### config.mk
export PLATFORM = sky130hd
export DESIGN_NAME = ov_capture
export DESIGN_NICKNAME = d
export VERILOG_FILES = /design/src/rtl/ov_pkg.sv /design/src/rtl/ov_pix_fmt.sv /design/src/rtl/ov_capture.sv
export SDC_FILE = /design/constraint.sdc
export NUM_CORES = 1
export LEC_CHECK = 0
export ABC_AREA = 0
export CAP_MARGIN = 10
export CORE_MARGIN = 4
export CORE_UTILIZATION = 30
export CTS_BUF_LIST = sky130_fd_sc_hd__clkbuf_8
export CTS_CLUSTER_SIZE = 40
export DETAILED_ROUTE_END_ITERATION = 8
export PLACE_DENSITY = 0.44
export SKIP_LAST_GASP = 1
export SYNTH_ARGS = -nofsm -noshare
export SYNTH_HDL_FRONTEND = slang
export SYNTH_HIERARCHICAL = 1
export SYNTH_SLANG_ARGS = --single-unit
export TNS_END_PERCENT = 1
### constraint.sdc
create_clock -name PCLK_OV -period 5.84 [get_ports PCLK_OV]
set_input_delay 0.584 -clock PCLK_OV [delete_from_list [all_inputs] [get_ports PCLK_OV]]
set_output_delay 0.584 -clock PCLK_OV [all_outputs]
set_load 0.05 [all_outputs]
### src/rtl/ov_pkg.sv
// Shared definitions for the DVP capture front end: format codes,
// capture FSM states and VSYNC polarity constants.
package ov_pkg;

  localparam logic [1:0] FMT_RGB565 = 2'd0;
  localparam logic [1:0] FMT_RGB444 = 2'd1;
  localparam logic [1:0] FMT_GRAY8  = 2'd2;

  localparam logic VSYNC_POL_LOW  = 1'b0;
  localparam logic VSYNC_POL_HIGH = 1'b1;

  typedef enum logic [2:0] {
    SYNC_WAIT = 3'd0,
    SKIP      = 3'd1,
    ARMED     = 3'd2,
    ACTIVE    = 3'd3,
    IGNORE    = 3'd4
  } ov_state_e;

endpackage

### src/rtl/ov_pix_fmt.sv
// Combinational pixel converter: RGB565 in, selected format out in a
// zero-padded 16-bit word. The parent registers the result.
module ov_pix_fmt
  import ov_pkg::*;
(
  input  logic [15:0] pix,
  input  logic [1:0]  fmt,
  output logic [15:0] data
);

  logic [4:0] r;
  logic [5:0] g;
  logic [4:0] b;
  logic [7:0] r8;
  logic [7:0] g8;
  logic [7:0] b8;
  logic [9:0] sum;
  logic [7:0] gray;

  assign r = pix[15:11];
  assign g = pix[10:5];
  assign b = pix[4:0];

  // Replicate MSBs so full-scale channels expand to exactly 0xFF.
  assign r8   = {r, r[4:2]};
  assign g8   = {g, g[5:4]};
  assign b8   = {b, b[4:2]};
  assign sum  = {2'b00, r8} + {1'b0, g8, 1'b0} + {2'b00, b8};
  assign gray = 8'(sum >> 2);

  always_comb begin
    data = pix;
    case (fmt)
      FMT_RGB444: data = {4'h0, r[4:1], g[5:2], b[4:1]};
      FMT_GRAY8:  data = {8'h00, gray};
      default:    data = pix;
    endcase
  end

endmodule

### src/rtl/ov_capture.sv
// DVP camera capture: byte pairing, format conversion, linear write
// addressing with per-line realignment and malformed-frame flagging.
module ov_capture
  import ov_pkg::*;
#(
  parameter int   H_ACTIVE    = 640,
  parameter int   V_ACTIVE    = 480,
  parameter int   ADDR_W      = 19,
  parameter int   SKIP_FRAMES = 2,
  parameter logic VSYNC_POL   = VSYNC_POL_LOW
) (
  input  logic              PCLK_OV,
  input  logic              rst,
  input  logic              VSYNC_OV,
  input  logic              HREF_OV,
  input  logic [7:0]        OV_Data_in,
  input  logic              cap_en,
  input  logic [1:0]        fmt,
  output logic [15:0]       OV_Data_out,
  output logic              wr_en,
  output logic [ADDR_W-1:0] r_addr,
  output logic              frame_done,
  output logic              frame_err,
  output ov_state_e         dbg_state
);

  localparam int COL_W     = $clog2(H_ACTIVE + 1);
  localparam int ROW_W     = $clog2(V_ACTIVE + 2);
  localparam int SKIP_W    = $clog2(SKIP_FRAMES + 2);
  localparam int SKIP_LAST = (SKIP_FRAMES > 0) ? SKIP_FRAMES - 1 : 0;

  ov_state_e state, state_next;

  logic       vs_r, hr_r, vs_blank_q, hr_q;
  logic [7:0] d_r;
  logic       vs_blank, vs_enter, vs_leave, href_rise, href_fall;
  logic       frame_start, frame_end;

  logic [SKIP_W-1:0] skip_cnt;
  logic [1:0]        fmt_q;
  logic              phase;
  logic [7:0]        hi_byte;
  logic [COL_W-1:0]  col;
  logic [ROW_W-1:0]  row;
  logic [ADDR_W-1:0] row_base;
  logic              err;
  logic              active, pix_done, pix_ok;

  logic              p1_valid, p1_done, p1_err;
  logic [15:0]       p1_pix;
  logic [ADDR_W-1:0] p1_addr;
  logic [15:0]       fmt_data;

  assign dbg_state = state;

  // Sensor inputs are registered once; all edges come from these copies.
  always_ff @(posedge PCLK_OV or negedge rst) begin
    if (!rst) begin
      vs_r       <= ~VSYNC_POL;
      hr_r       <= 1'b0;
      d_r        <= 8'h00;
      vs_blank_q <= 1'b0;
      hr_q       <= 1'b0;
    end else begin
      vs_r       <= VSYNC_OV;
      hr_r       <= HREF_OV;
      d_r        <= OV_Data_in;
      vs_blank_q <= vs_blank;
      hr_q       <= hr_r;
    end
  end

  assign vs_blank  = (vs_r == VSYNC_POL);
  assign vs_enter  = vs_blank & ~vs_blank_q;
  assign vs_leave  = ~vs_blank & vs_blank_q;
  assign href_rise = hr_r & ~hr_q;
  assign href_fall = ~hr_r & hr_q;

  always_ff @(posedge PCLK_OV or negedge rst) begin
    if (!rst) state <= SYNC_WAIT;
    else      state <= state_next;
  end

  always_comb begin
    state_next  = state;
    frame_start = 1'b0;
    frame_end   = 1'b0;
    case (state)
      SYNC_WAIT: begin
        if (vs_blank) state_next = (SKIP_FRAMES == 0) ? ARMED : SKIP;
      end
      SKIP: begin
        if (vs_enter && (skip_cnt == SKIP_W'(SKIP_LAST))) state_next = ARMED;
      end
      ARMED: begin
        if (vs_leave) begin
          frame_start = 1'b1;
          state_next  = cap_en ? ACTIVE : IGNORE;
        end
      end
      ACTIVE: begin
        if (vs_enter) begin
          frame_end  = 1'b1;
          state_next = ARMED;
        end
      end
      IGNORE: begin
        if (vs_enter) state_next = ARMED;
      end
      default: state_next = SYNC_WAIT;
    endcase
  end

  // Counts sync entries only while settling; restarts from every reset.
  always_ff @(posedge PCLK_OV or negedge rst) begin
    if (!rst) begin
      skip_cnt <= '0;
    end else if (state == SYNC_WAIT) begin
      skip_cnt <= '0;
    end else if ((state == SKIP) && vs_enter) begin
      skip_cnt <= skip_cnt + SKIP_W'(1);
    end
  end

  assign active   = (state == ACTIVE);
  assign pix_done = active & hr_r & ~href_rise & phase;
  assign pix_ok   = pix_done & (col < COL_W'(H_ACTIVE)) & (row < ROW_W'(V_ACTIVE));

  always_ff @(posedge PCLK_OV or negedge rst) begin
    if (!rst) begin
      fmt_q    <= FMT_RGB565;
      phase    <= 1'b0;
      hi_byte  <= 8'h00;
      col      <= '0;
      row      <= '0;
      row_base <= '0;
      err      <= 1'b0;
    end else if (frame_start) begin
      fmt_q    <= fmt;
      phase    <= 1'b0;
      col      <= '0;
      row      <= '0;
      row_base <= '0;
      err      <= 1'b0;
    end else if (active) begin
      if (hr_r) begin
        if (href_rise || !phase) begin
          hi_byte <= d_r;
          phase   <= 1'b1;
        end else begin
          phase <= 1'b0;
          if (pix_ok) col <= col + COL_W'(1);
          else        err <= 1'b1;
        end
      end else if (href_fall) begin
        // A trailing lone byte is dropped here along with the line.
        if ((col != COL_W'(H_ACTIVE)) || phase) err <= 1'b1;
        phase <= 1'b0;
        col   <= '0;
        if (row != ROW_W'(V_ACTIVE + 1)) row <= row + ROW_W'(1);
        if (row < ROW_W'(V_ACTIVE - 1)) row_base <= row_base + ADDR_W'(H_ACTIVE);
      end
    end
  end

  // Stage 1: assembled pixel, address and end-of-frame status.
  always_ff @(posedge PCLK_OV or negedge rst) begin
    if (!rst) begin
      p1_valid <= 1'b0;
      p1_pix   <= 16'h0000;
      p1_addr  <= '0;
      p1_done  <= 1'b0;
      p1_err   <= 1'b0;
    end else begin
      p1_valid <= pix_ok;
      p1_done  <= frame_end;
      p1_err   <= err | (row != ROW_W'(V_ACTIVE));
      if (pix_ok) begin
        p1_pix  <= {hi_byte, d_r};
        p1_addr <= row_base + ADDR_W'(col);
      end
    end
  end

  ov_pix_fmt u_pix_fmt (
    .pix  (p1_pix),
    .fmt  (fmt_q),
    .data (fmt_data)
  );

  // wr_en is a one-cycle strobe with no back-pressure: the frame buffer
  // must accept data/address in the cycle wr_en is high. Data and address
  // hold their last written value between strobes.
  always_ff @(posedge PCLK_OV or negedge rst) begin
    if (!rst) begin
      OV_Data_out <= 16'h0000;
      wr_en       <= 1'b0;
      r_addr      <= '0;
      frame_done  <= 1'b0;
      frame_err   <= 1'b0;
    end else begin
      wr_en      <= p1_valid;
      frame_done <= p1_done;
      frame_err  <= p1_done & p1_err;
      if (p1_valid) begin
        OV_Data_out <= fmt_data;
        r_addr      <= p1_addr;
      end
    end
  end

endmodule

# Word-level counts from Yosys, hierarchy flattened
# Index checks and enable logic that the tools add are counted.
# W data, S select, Z words.
dict set report totals {
  reg_bits 143
  latch_bits 0
  ram_bits 0
  mem_bits_ro 0
  inputBits 15
  output_inout_bits 41
  wordCells 131
  mem_count 0
}
dict set report op_classes {
  addsub 7
  n_mul 0
  div_mod_pow 0
  order_cmp 3
  eq_ne 18
  shift 0
  n_mux 41
  bitwise 17
  n_reduce_logical 21
}
# cell count
set op_table {}
lappend op_table {{$mux W19} 5}
lappend op_table {{$mux W10} 6}
lappend op_table {{$mux W9} 5}
lappend op_table {{$pmux W16 S2} 1}
lappend op_table {{$reduce_and A4 Y1} 5}
lappend op_table {{$add A19 B10 Y19} 1}
lappend op_table {{$add A19 B10 Y19 const B} 1}
lappend op_table {{$lt A9 B9 Y1 const B} 2}
lappend op_table {{$ne A9 B9 Y1 const B} 2}
lappend op_table {{$mux W1} 16}
lappend op_table {{$mux W3} 5}
lappend op_table {{$pmux W3 S4} 1}
lappend op_table {{$add A10 B1 Y10 const B} 1}
lappend op_table {{$add A10 B8 Y10} 1}
lappend op_table {{$add A8 B9 Y10} 1}
lappend op_table {{$and A1 B1 Y1} 10}
lappend op_table {{$lt A10 B10 Y1 const B} 1}
lappend op_table {{$ne A10 B10 Y1 const B} 1}
lappend op_table {{$reduce_bool A2 Y1} 5}
lappend op_table {{$add A9 B1 Y9 const B} 1}
lappend op_table {{$eq A3 B2 Y1 const B} 2}
lappend op_table {{$ne A2 B2 Y1 const B} 3}
lappend op_table {{$ne A3 B3 Y1 const B} 2}
lappend op_table {{$not A1 Y1} 6}
lappend op_table {{17 further kinds} 23}

# Longest topological paths before layout
dict set report logic_depth {
  word_depth 12
  depth_mapped 11
  ltp_nobuf 11
}

# Cells and area by module
# Netlist, hierarchy kept.
# module instances cells_each area_each_um2 seq_area_each_um2
set modules_own_cells {}
lappend modules_own_cells {ov_capture 1 529 5900.7 3404.5}
lappend modules_own_cells {ov_pix_fmt 1 96 728.2 0.0}

# Worst setup path after synthesis
# OpenSTA, ideal clock, no wires.
dict set report synth_path {
  path_type {reg-to-reg}
  from {register p1_pix[3]}
  to {register OV_Data_out[5]}
  setup_ps 125
  arrival_ps 2509
  required_ps 5715
  slack_ps 3207
  path_stages_with_launch 12
  n_path_buf 0
  period_less_slack_ps 2633
  path_cell_list {dfrtp_1 inv_1 fa_1 nand3b_1 fa_1 nor2b_4 o31ai_2 a21oi_2 xor2_1 a221oi_2 a21oi_1 mux2_2}
}
dict set report synth_between {
  elab_chain_cells 2
}
# item line_no
set synth_lines {}
lappend synth_lines {{from (decl)} ov_capture.sv:50} ;# logic [15:0] p1_pix;
lappend synth_lines {{from (signal assigned)} ov_capture.sv:179} ;# p1_pix <= {hi_byte, d_r};
lappend synth_lines {{$add A10 B8 Y10} ov_pix_fmt.sv:28} ;# assign sum = {2'b00, r8} + {1'b0, g8, 1'b0} + {2'b00, b8};
lappend synth_lines {{$pmux W16 S2} ov_pix_fmt.sv:33} ;# case (fmt)
lappend synth_lines {{net fmt_data[5]} ov_capture.sv:52} ;# logic [15:0] fmt_data;
lappend synth_lines {{to (signal assigned)} ov_capture.sv:206} ;# OV_Data_out <= fmt_data;
lappend synth_lines {{to (decl)} ov_capture.sv:19} ;# output logic [15:0] OV_Data_out,
# The timed path passes the listed nets, and every way through them passes these cells.
# A chain may end at the register's enable or synchronous reset.

# Worst setup path after layout
# Ends and elaborated chain as after synthesis.

==> run summary <==
TIMING
----------------------------------------------------------------------------------
Setup Viol. Count Final                                                          0
Aggregate negative setup slack                                                0 ps
Upper clock frequency limit                                              350.8 MHz
Setup Skew                                                                9.172 ps
Minimum period implied by the final worst setup slack                      2851 ps
Final worst path period share                                               48.82%
Max transition margin                                                       40.98%
Worst-case hold slack                                                     237.5 ps
Unrepaired setup endpoints after global routing                              false
Slew Limit Fails                                                                 0
Tightest Pin Transition                                                   885.2 ps
Final number of hold-violating endpoints                                         0

GLOBAL ROUTE
----------------------------------------------------------------------------------
Maximum number of pins on one net before global-route repair                    96
Initial antenna violation count                                                  0
Global router's overall resource usage                                      12.84%
Aggregate global routing overflow                                                0
First-pass GRT wire length                                                24970 um
Vias in the first global route                                                4584

FINISH
----------------------------------------------------------------------------------
# nets final                                                                   717
Final core utilization                                                      36.01%
Area growth from synthesis to layout                                        18.20%
Antenna fix cells                                                                0
Filler-free cell count of the finished design                                  967
Share of final-layout standard cells stronger than drive strength 1         13.54%

PLACE
----------------------------------------------------------------------------------
Cells after DPL                                                                935
Gpl congestion                                                              0.8338
Placed wire-length estimate after detailed placement                      10420 um
Count of port buffers added during placement                                    55

WORST SETUP PATH
----------------------------------------------------------------------------------
List of cells traversed by the critical path                          inv_1, fa_1, nand3b_1, fa_1, nor2b_4, o31ai_2, a21oi_2, xor2_1, a221oi_2, a21oi_1, mux2_2
Cell mode on critical path                                            sky130_fd_sc_hd__fa_1
Data required time of the worst path                                       6170 ps
Top Family by Delay on Critical Path                                   adder cells
Worst EP arrival                                                           3180 ps
Critical path capture point type                                         flip-flop
Setup crit start kind                                                    flip-flop
Slowest stage cell on the critical path                               sky130_fd_sc_hd__fa_1
Worst-path fanout max                                                            4
Category of the critical setup timing path                              reg -> reg
Largest stage delay on the critical path                                    470 ps
Number of buffers and inverters on the critical path                             1

POWER
----------------------------------------------------------------------------------
Cell Pwr Density                                                      346.4 nW/um2
Peak supply drop                                                       0.0002716 V
Power share of the clock group                                               29.1%
Switching share of total power                                              35.24%
Combinational fraction of design power                                       25.9%
P_leak                                                                    3.608 nW
Pint                                                                      1.758 mW
Psw                                                                      0.9562 mW
Sum of internal, switching and leakage power                              2.714 mW
Part of the total power dissipated in sequential elements                    45.1%

ROUTE
----------------------------------------------------------------------------------
Routed length per placed instance                                         15.38 um
Drt pass-1 iters                                                                 4
Vias                                                                          4554
Drt drc                                                                          0
Iteration-0 DRC Markers                                                        308
Vias per std cell                                                            4.709
Total Routed Length                                                       14870 um
Number of nets with antenna violations after routing                             0

YOSYS
----------------------------------------------------------------------------------
FFs w/ async S/R, synth                                                     100.0%
Post-synth cell types                                                           66
Avg Cell Area, Syn                                                       10.61 um2
Ys Warns                                                                         6
#FFs+latches synth                                                             136
Synthesized instance count                                                     625
Count of flip-flops with a built-in enable after synthesis                       0
Ys flop type                                                          sky130_fd_sc_hd__dfrtp_1
Leading post-synthesis cells by cell area                             sky130_fd_sc_hd__dfrtp_1 (51%), sky130_fd_sc_hd__mux2_2 (7.3%), sky130_fd_sc_hd__nand2_1 (6.3%)
Sequential element share of the synthesized area                            51.36%
Synthesized Nets                                                               668
Synth area leader                                                     sky130_fd_sc_hd__dfrtp_1
Top-area cell type share of the netlist area                                50.96%
Post-Syn Area                                                             6629 um2

FLOORPLANNING
----------------------------------------------------------------------------------
Die Y                                                                     156.6 um
Initial standard-cell utilization of the core                               30.47%
Die boundary width                                                        156.6 um
Number of I/O pins                                                              56
Total core area                                                          21760 um2
Full die area                                                            24540 um2
Number of core rows                                                             54

STATUS
----------------------------------------------------------------------------------
Outcome                                                                  completed

CLOCK NETWORK
----------------------------------------------------------------------------------
Root Driver                                                           sky130_fd_sc_hd__clkbuf_8
Max H-tree Level                                                                 4
Post-CTS repair timing setup buffer count                                        0
Clock tree sinks                                                               136
Clock transition at the registers of the reported paths                      80 ps
Max clock buf depth                                                              2
Hold Buf Count CTS                                                               0
Post-cts resize count                                                            0
Total clock buffers created by CTS                                              17
Clock tree from TritonCTS                                                      yes
Worst skew pair latency                                                     440 ps

FLOW RUN
----------------------------------------------------------------------------------
Max-capacitance violation count                                                  0

MIN PATH
----------------------------------------------------------------------------------
Type of the tightest min-delay check                                   in -> async

==> cells by family (layout without fill, tap and decap cells) <==
kind of cell / Yosys count / after routing / share of synthesized area [%]
buffers and inverters: 50 / 112 / 3.246
AND/OR/NAND/NOR: 231 / 231 / 17.06
adder cells (fa/ha/maj): 28 / 28 / 6.191
other: 1 / 1 / 0.05657
multiplexers: 46 / 46 / 7.758
XOR/XNOR: 39 / 39 / 5.153
flip-flops: 136 / 136 / 51.36
AO/OA/AOI/OAI: 94 / 94 / 9.173
==> cell usage after synthesis, types with 2 or more instances <==
| cell type | number |
|---|---|
| sky130_fd_sc_hd__dfrtp_1 | 135 |
| sky130_fd_sc_hd__nand2_1 | 112 |
| sky130_fd_sc_hd__mux2_2 | 43 |
| sky130_fd_sc_hd__nor2_1 | 39 |
| sky130_fd_sc_hd__o21ai_0 | 32 |
| sky130_fd_sc_hd__inv_1 | 21 |
| sky130_fd_sc_hd__ha_1 | 20 |
| sky130_fd_sc_hd__xnor2_1 | 20 |
| sky130_fd_sc_hd__xor2_1 | 19 |
| sky130_fd_sc_hd__a21oi_1 | 15 |
| sky130_fd_sc_hd__clkbuf_1 | 15 |
| sky130_fd_sc_hd__nand3_1 | 14 |
| sky130_fd_sc_hd__nand4_1 | 13 |
| sky130_fd_sc_hd__and3_1 | 11 |
| sky130_fd_sc_hd__buf_2 | 9 |
| sky130_fd_sc_hd__fa_1 | 8 |
| sky130_fd_sc_hd__and2_1 | 7 |
| sky130_fd_sc_hd__o21ai_1 | 7 |
| sky130_fd_sc_hd__nor3_1 | 6 |
| sky130_fd_sc_hd__a21o_1 | 5 |
| sky130_fd_sc_hd__a22oi_1 | 5 |
| sky130_fd_sc_hd__nor2b_1 | 4 |
| sky130_fd_sc_hd__o21a_1 | 4 |
| sky130_fd_sc_hd__a31oi_1 | 3 |
| sky130_fd_sc_hd__and4_1 | 3 |
| sky130_fd_sc_hd__mux2i_1 | 3 |
| sky130_fd_sc_hd__o31ai_1 | 3 |
| sky130_fd_sc_hd__a21oi_2 | 2 |
| sky130_fd_sc_hd__buf_4 | 2 |
| sky130_fd_sc_hd__nand2b_1 | 2 |
| sky130_fd_sc_hd__nand3b_1 | 2 |
| sky130_fd_sc_hd__nand4b_1 | 2 |
| sky130_fd_sc_hd__nor3b_1 | 2 |
| sky130_fd_sc_hd__nor4b_1 | 2 |
| sky130_fd_sc_hd__o211ai_1 | 2 |
| sky130_fd_sc_hd__o21bai_1 | 2 |
| sky130_fd_sc_hd__or3_1 | 2 |
==> state kept, by name, indices dropped and copies added, names as in the netlist, 9 cells and up <==
signal,count
OV_Data_out,16
p1_addr,19
r_addr,19
row_base,12
col,10
p1_pix,16
row,9
==> placed cells by master (no fill, tap or decap), types with 4 or more instances in the layout <==
master                              n
sky130_fd_sc_hd__o21a_1             4
sky130_fd_sc_hd__nor2b_1            4
sky130_fd_sc_hd__nand3_1           14
sky130_fd_sc_hd__clkbuf_8          19
sky130_fd_sc_hd__a21oi_1           15
sky130_fd_sc_hd__o21ai_0           32
sky130_fd_sc_hd__fa_1               8
sky130_fd_sc_hd__o21ai_1            7
sky130_fd_sc_hd__a21o_1             5
sky130_fd_sc_hd__clkinvlp_4         4
sky130_fd_sc_hd__clkdlybuf4s50_1   54
sky130_fd_sc_hd__and3_1            11
sky130_fd_sc_hd__xor2_1            19
sky130_fd_sc_hd__inv_1             21
sky130_fd_sc_hd__dfrtp_1          135
sky130_fd_sc_hd__nand4_1           13
sky130_fd_sc_hd__mux2_2            43
sky130_fd_sc_hd__and2_1             7
sky130_fd_sc_hd__xnor2_1           20
sky130_fd_sc_hd__nor3_1             5
sky130_fd_sc_hd__ha_1              20
sky130_fd_sc_hd__nand2_1          112
sky130_fd_sc_hd__a22oi_1            5
sky130_fd_sc_hd__nor2_1            39
sky130_fd_sc_hd__buf_4              4
==> power groups by stage <==
stage / clock, mW / sequential, mW / combinational, mW
4_1_cts: 0.824 / 1.23 / 0.711
2_1_floorplan: 0 / 1.26 / 0.456
3_3_place_gp: 0 / 1.24 / 0.704
3_5_place_dp: 0 / 1.24 / 0.706
5_1_grt: 0.869 / 1.25 / 0.788
6_report: 0.789 / 1.22 / 0.702
==> routing by layer <==
metal  GRT usage (%)  share of wire, %  vias to the layer above
li1                -                 -                     2232
met1           19.52                52                     2231
met2           18.15                43                       78
met3           2.544               3.4                       13
met4           4.339               1.5                        0
met5               0                 0                        -
==> final timing paths <==
| path | start | endpoint | slack (ps) | depth (start not counted) |
|---|---|---|---|---|
| worst min register to register | p1_done | frame_done | 390 | 0 |
| worst max-delay path | p1_pix[3] | OV_Data_out[5] | 2990 | 11 |
| worst max register to register | p1_pix[3] | OV_Data_out[5] | 2990 | 11 |
| max in group asynchronous | rst | r_addr[5] | 4500 | 2 |
| min in group PCLK_OV | p1_done | frame_done | 390 | 0 |
| worst min-delay path | rst | d_r[0] | 240 | 1 |
==> area by class of cell <==
class                      count  area (um2)
clock buffer                  19       261.5
timing repair buffer          59       581.8
tap                          280       350.3
fill                        2189       13920
inverter                      21       78.83
clock inverter                13       143.9
sequential                   136        3405
multi-input combinational    439        3014
==> per-stage QoR <==
| stage | setup slack, ps | instance area, um2 |
|---|---|---|
| global placement | 3061 | 7430 |
| finish | 2989 | 7835 |
| global route | 2842 | 7835 |
| detailed placement | 3013 | 7430 |
| CTS | 2995 | 7835 |
| floorplan | 3207 | 6629 |
Note: power is estimated with default switching activity, not from simulation.
==> patch 1 (same settings) <==
Change the parameter `ADDR_W` from 19 to 15.
--- a/src/rtl/ov_capture.sv
+++ b/src/rtl/ov_capture.sv
@@ -5,7 +5,7 @@
 #(
   parameter int   H_ACTIVE    = 640,
   parameter int   V_ACTIVE    = 480,
-  parameter int   ADDR_W      = 19,
+  parameter int   ADDR_W      = 15,
   parameter int   SKIP_FRAMES = 2,
   parameter logic VSYNC_POL   = VSYNC_POL_LOW
 ) (
Interface: changed (resized r_addr); port bits go from 56 to 52. The function was not compared with the original's and may differ.
==> patch 1 against the unedited design <==
Sequential cell count down 12; setup slack got worse by 0.29 ns; synthesized area shrank 11%; wire length down 12%; final area fell by 9.8%; critical endpoint is now col[7]$_DFFE_PN0P_.
Power is not compared: it rests on default switching activity, and its combinational part moved more than twofold at a synthesized area within 25%.
==> patch 1: results (changes against the unedited design) <==
- Post-CTS Resized: 0 (unchanged)
- Worst-path fanout max: 47 (was 4)
- Register area share after synthesis: 52.4% (was 51.4%)
- Largest regs: OV_Data_out: 16 flops, p1_pix: 16 flops (was p1_addr: 19 flops, r_addr: 19 flops)
- Syn. warnings: 6 (unchanged)
- Inst Count DP: 849 (was 935)
- Largest net degree at the start of global routing: 64 (was 96)
- Postcts setup bufs: 0 (unchanged)
- Vias per inst: 4.63 (was 4.71)
- Filler instances: 1947 (was 2189)
- Number of buffers created by CTS: 17 (unchanged)
- Commonest cells post-synth: dfrtp_1, nand2_1, mux2_2 (unchanged)
- Multi-input gate area: 0.00263 mm2 (was 0.00301 mm2)
- Initial detailed-routing violation count: 247 (was 308)
- DIE WIDTH: 148 um (was 157 um)
- Initial antenna violation count: 0 (unchanged)
- Status: finished clean (unchanged)
- Ys async rst share: 100% (unchanged)
- CP max stage cell: inv_1 (was fa_1)
- Delay-heaviest family, CP: simple AND/OR/NAND/NOR gates (was adder cells)
- Crit path DAT: 3.45 ns (was 3.18 ns)
- First-pass GRT wire length: 22.1 mm (was 25.0 mm)
- Port Buffer Count: 51 (was 55)
- Class of the worst hold path: in -> async (unchanged)
- Fin nets: 646 (was 717)
- Routed vias: 4083 (was 4554)
- Worst-Margin Slew: 0.927 ns (was 0.885 ns)
- Synth unique cells: 57 (was 66)
- H-tree depth: 4 (unchanged)
- WL per Instance: 14.8 um (was 15.4 um)
- Final GP Congestion: 0.810 (was 0.834)
- Net Count, Synth: 596 (was 668)
- Mean post-synth cell area: 10.7 um2 (was 10.6 um2)
- Router iterations before antenna repair: 5 (was 4)
- Ranking of synthesized cells by area: dfrtp_1, mux2_2, nand2_1 (unchanged)
- Post-DP HPWL: 9.09 mm (was 10.4 mm)
- R2R Setup Slk: 2.70 ns (was 2.99 ns)
- Layout cells sized above 1: 14.1% (was 13.5%)
- Leakage power: 3.22 nW
- Clock latency on the worst-skew pair: 0.44 ns (about the same)
- Worst stage delay on the critical path: 0.94 ns (was 0.47 ns)
- Clock Skews: 0.0129 ns (was 0.00917 ns)
- DP Area: 0.00668 mm2 (was 0.00743 mm2)
- Antenna cell count: 0 (unchanged)
- Total GRT Usage: 12.7% (was 12.8%)
==> patch 1: changes by cell type in the layout (fill, tap and decap cells not counted), moves of 4 or more <==
cell             before  now
o21ai_0              32   27
xor2_1               19   12
or2_2                 0    4
dfrtp_1             135  123
nand4_1              13    8
o21ai_1               7    2
nor2_1               39   27
and3_1               11    7
xnor2_1              20   16
clkdlybuf4s50_1      54   50
==> patch 1: cells by family after synthesis <==
logic type	synth area share, %
mux	8.28
fa+ha+maj	6.93
compound gates	8.92
flops	52.4
simple gates	16.1
buf+inv	3.09
xor+xnor	4.14
other cells	0.0633
==> patch 1: worst paths after layout <==
kind	start	endpoint	cells after the start
min reg2reg	p1_done$_DFF_PN0_	frame_done$_DFF_PN0_	0
max	dbg_state[0]$_DFFE_PN0P_	col[7]$_DFFE_PN0P_	6
max reg2reg	dbg_state[0]$_DFFE_PN0P_	col[7]$_DFFE_PN0P_	6
min in group PCLK_OV	p1_done$_DFF_PN0_	frame_done$_DFF_PN0_	0
min	rst	r_addr[10]$_DFFE_PN0P_	1
max in group asynchronous	rst	phase$_DFFE_PN0P_	2
==> patch 1: per-stage QoR <==
stage	hold slack [ns]	setup WS (ns)
after floorplan	0.288	3.21
after global placement	0.372	2.71
after detailed placement	0.360	2.64
after CTS	0.268	2.60
after global routing	0.303	2.31
final	0.253	2.70
==> patch 1: routing by layer <==
| layer | track usage, % | routed length, um |
|---|---|---|
| met5 | 0 | 0 |
| met4 | 5.31 | 311 |
| met3 | 3.29 | 570 |
| met2 | 17.6 | 5450 |
| met1 | 18.7 | 6700 |
==> patch 1: area by class of cell <==
cell class	count	area share (%)
clock buffers	19	3.70
inverters	22	1.17
clock inverters	13	1.77
well taps	265	4.69
flip-flops and latches	124	43.9
multi-input cells	384	37.3
repair buffers	54	7.50
==> patch 1: power by group through the flow <==
stage	Combinational, mW	Clock (mW)	Sequential [mW]
2_1_floorplan	0.954	0	1.59
3_3_place_gp	1.63	0	1.38
3_5_place_dp	1.65	0	1.38
4_1_cts	1.66	0.768	1.37
5_1_grt	1.83	0.810	1.41
6_report	1.65	0.736	1.36
==> patch 2 (same flow settings) <==
Made on the original files. Take the reset off `d_r` and load it in a clocked block of its own.
--- a/src/rtl/ov_capture.sv
+++ b/src/rtl/ov_capture.sv
@@ -58,16 +58,18 @@
     if (!rst) begin
       vs_r       <= ~VSYNC_POL;
       hr_r       <= 1'b0;
-      d_r        <= 8'h00;
       vs_blank_q <= 1'b0;
       hr_q       <= 1'b0;
     end else begin
       vs_r       <= VSYNC_OV;
       hr_r       <= HREF_OV;
-      d_r        <= OV_Data_in;
       vs_blank_q <= vs_blank;
       hr_q       <= hr_r;
     end
+  end
+
+  always_ff @(posedge PCLK_OV) begin
+    d_r <= OV_Data_in;
   end
 
   assign vs_blank  = (vs_r == VSYNC_POL);
Behaviour: no difference found for any inputs over 10 cycles, from zero or initial values and one cycle with rst low; that may be too few to reach the edited logic, so the function may still have changed.
==> patch 2 against the unedited design <==
Setup slack worse by 0.038 ns; via count down 1.3%; wire length down 2.6%; maximum frequency down 1.3%; final area down 1.6%; worst hold slack better by 0.0056 ns; power up 33%; combinational power up 94%; synthesized area down 2.4%; sequential cell count unchanged; clock skew up 0.0026 ns; critical endpoint unchanged; largest power group unchanged.
==> patch 2: results (changes against the unedited design) <==
- Layout cells sized above 1: 12.7% (was 13.5%)
- R2R Setup Slk: 2.95 ns (was 2.99 ns)
- Crit path DAT: 3.22 ns (was 3.18 ns)
- First-pass GRT wire length: 25.1 mm (was 25.0 mm)
- Met3 wire len: 610 um (was 512 um)
- Total GRT Usage: 13.0% (was 12.8%)
- Fin nets: 714 (was 717)
- Ys async rst share: 94.1% (was 100%)
- Inst Count DP: 927 (was 935)
- Relative slew slack: 34.2% (was 41.0%)
- Final min period: 2.89 ns (was 2.85 ns)
- Mux cell area share after synthesis: 7.79% (was 7.76%)
- Leakage power: 3.48 nW (was 3.61 nW)
- Compound-cell area share of the yosys netlist: 8.64% (was 9.17%)
- Max VDD drop: 0.000245 V (was 0.000272 V)
- Initial detailed-routing violation count: 248 (was 308)
- Final GP Congestion: 0.873 (was 0.834)
- Post-DP HPWL: 9.98 mm (was 10.4 mm)
- Wl on met1: 7.51 mm (was 7.79 mm)
- Number of global-route vias before repair: 4679 (was 4584)
- Routed wire length: 14.5 mm (was 14.9 mm)
- Clock Skews: 0.0118 ns (was 0.00917 ns)
- WL met2: 6.25 mm (was 6.35 mm)
- RR Startpoint: p1_pix[9]$_DFFE_PN0P_ (was p1_pix[3]$_DFFE_PN0P_)
- Commonest cells post-synth: dfrtp_1, nand2_1, mux2_2 (unchanged)
- WL per Instance: 15.1 um (was 15.4 um)
- Worst-path fanout max: 5 (was 4)
- Status: finished clean (unchanged)
- Synth unique cells: 60 (was 66)
patch 2: cell types whose count changed after synthesis, moves of 5 or more:
cell      before  now
dfrtp_1      135  127
dfxtp_1        0    8
a21oi_1       15   22
and3_1        11    4
nor3_1         6   13
clkbuf_1      15   21
nor4_1         1    7
buf_2          9    4
inv_1         21   26
nand4_1       13    8
o21ai_1        7    2
patch 2: metal layers:
metal  global-route usage, %  vias up
met2                    18.7      104
met3                    3.34        6
met5                       0        -
met4                    3.83        0
li1                        -     2222
met1                    19.2     2165
patch 2: worst min-delay path by stage:
| stage | start | end | slack (ns) | cells past startpoint |
|---|---|---|---|---|
| after global routing | rst | OV_Data_out[11]$_DFFE_PN0P_ | 0.31 | 1 |
| after floorplan | rst | OV_Data_out[0]$_DFFE_PN0P_ | 0.29 | 0 |
| after detailed placement | p1_done$_DFF_PN0_ | frame_done$_DFF_PN0_ | 0.36 | 0 |
| final | rst | OV_Data_out[0]$_DFFE_PN0P_ | 0.24 | 1 |
| after global placement | p1_done$_DFF_PN0_ | frame_done$_DFF_PN0_ | 0.37 | 0 |
| after CTS | rst | OV_Data_out[0]$_DFFE_PN0P_ | 0.27 | 1 |
patch 2: layout make-up:
class	count	area (um2)
inverter	26	97.6
fill	2088	13400
clock inverter	12	175
timing repair buffer	59	578
clock buffer	19	262
tap	275	344
multi-input combinational	431	2890
sequential	136	3360
patch 2: cells by family after synthesis:
logic type / Yosys count
compound gates: 91
simple gates: 226
xor+xnor: 40
other cells: 1
flops: 136
buf+inv: 54
mux: 45
fa+ha+maj: 28
patch 2: report_power, final:
group          total, mW  internal (mW)  switching, mW
Sequential          1.40           1.17          0.229
Combinational       1.36          0.534          0.825
Clock              0.851          0.484          0.367
Total               3.61           2.19           1.42
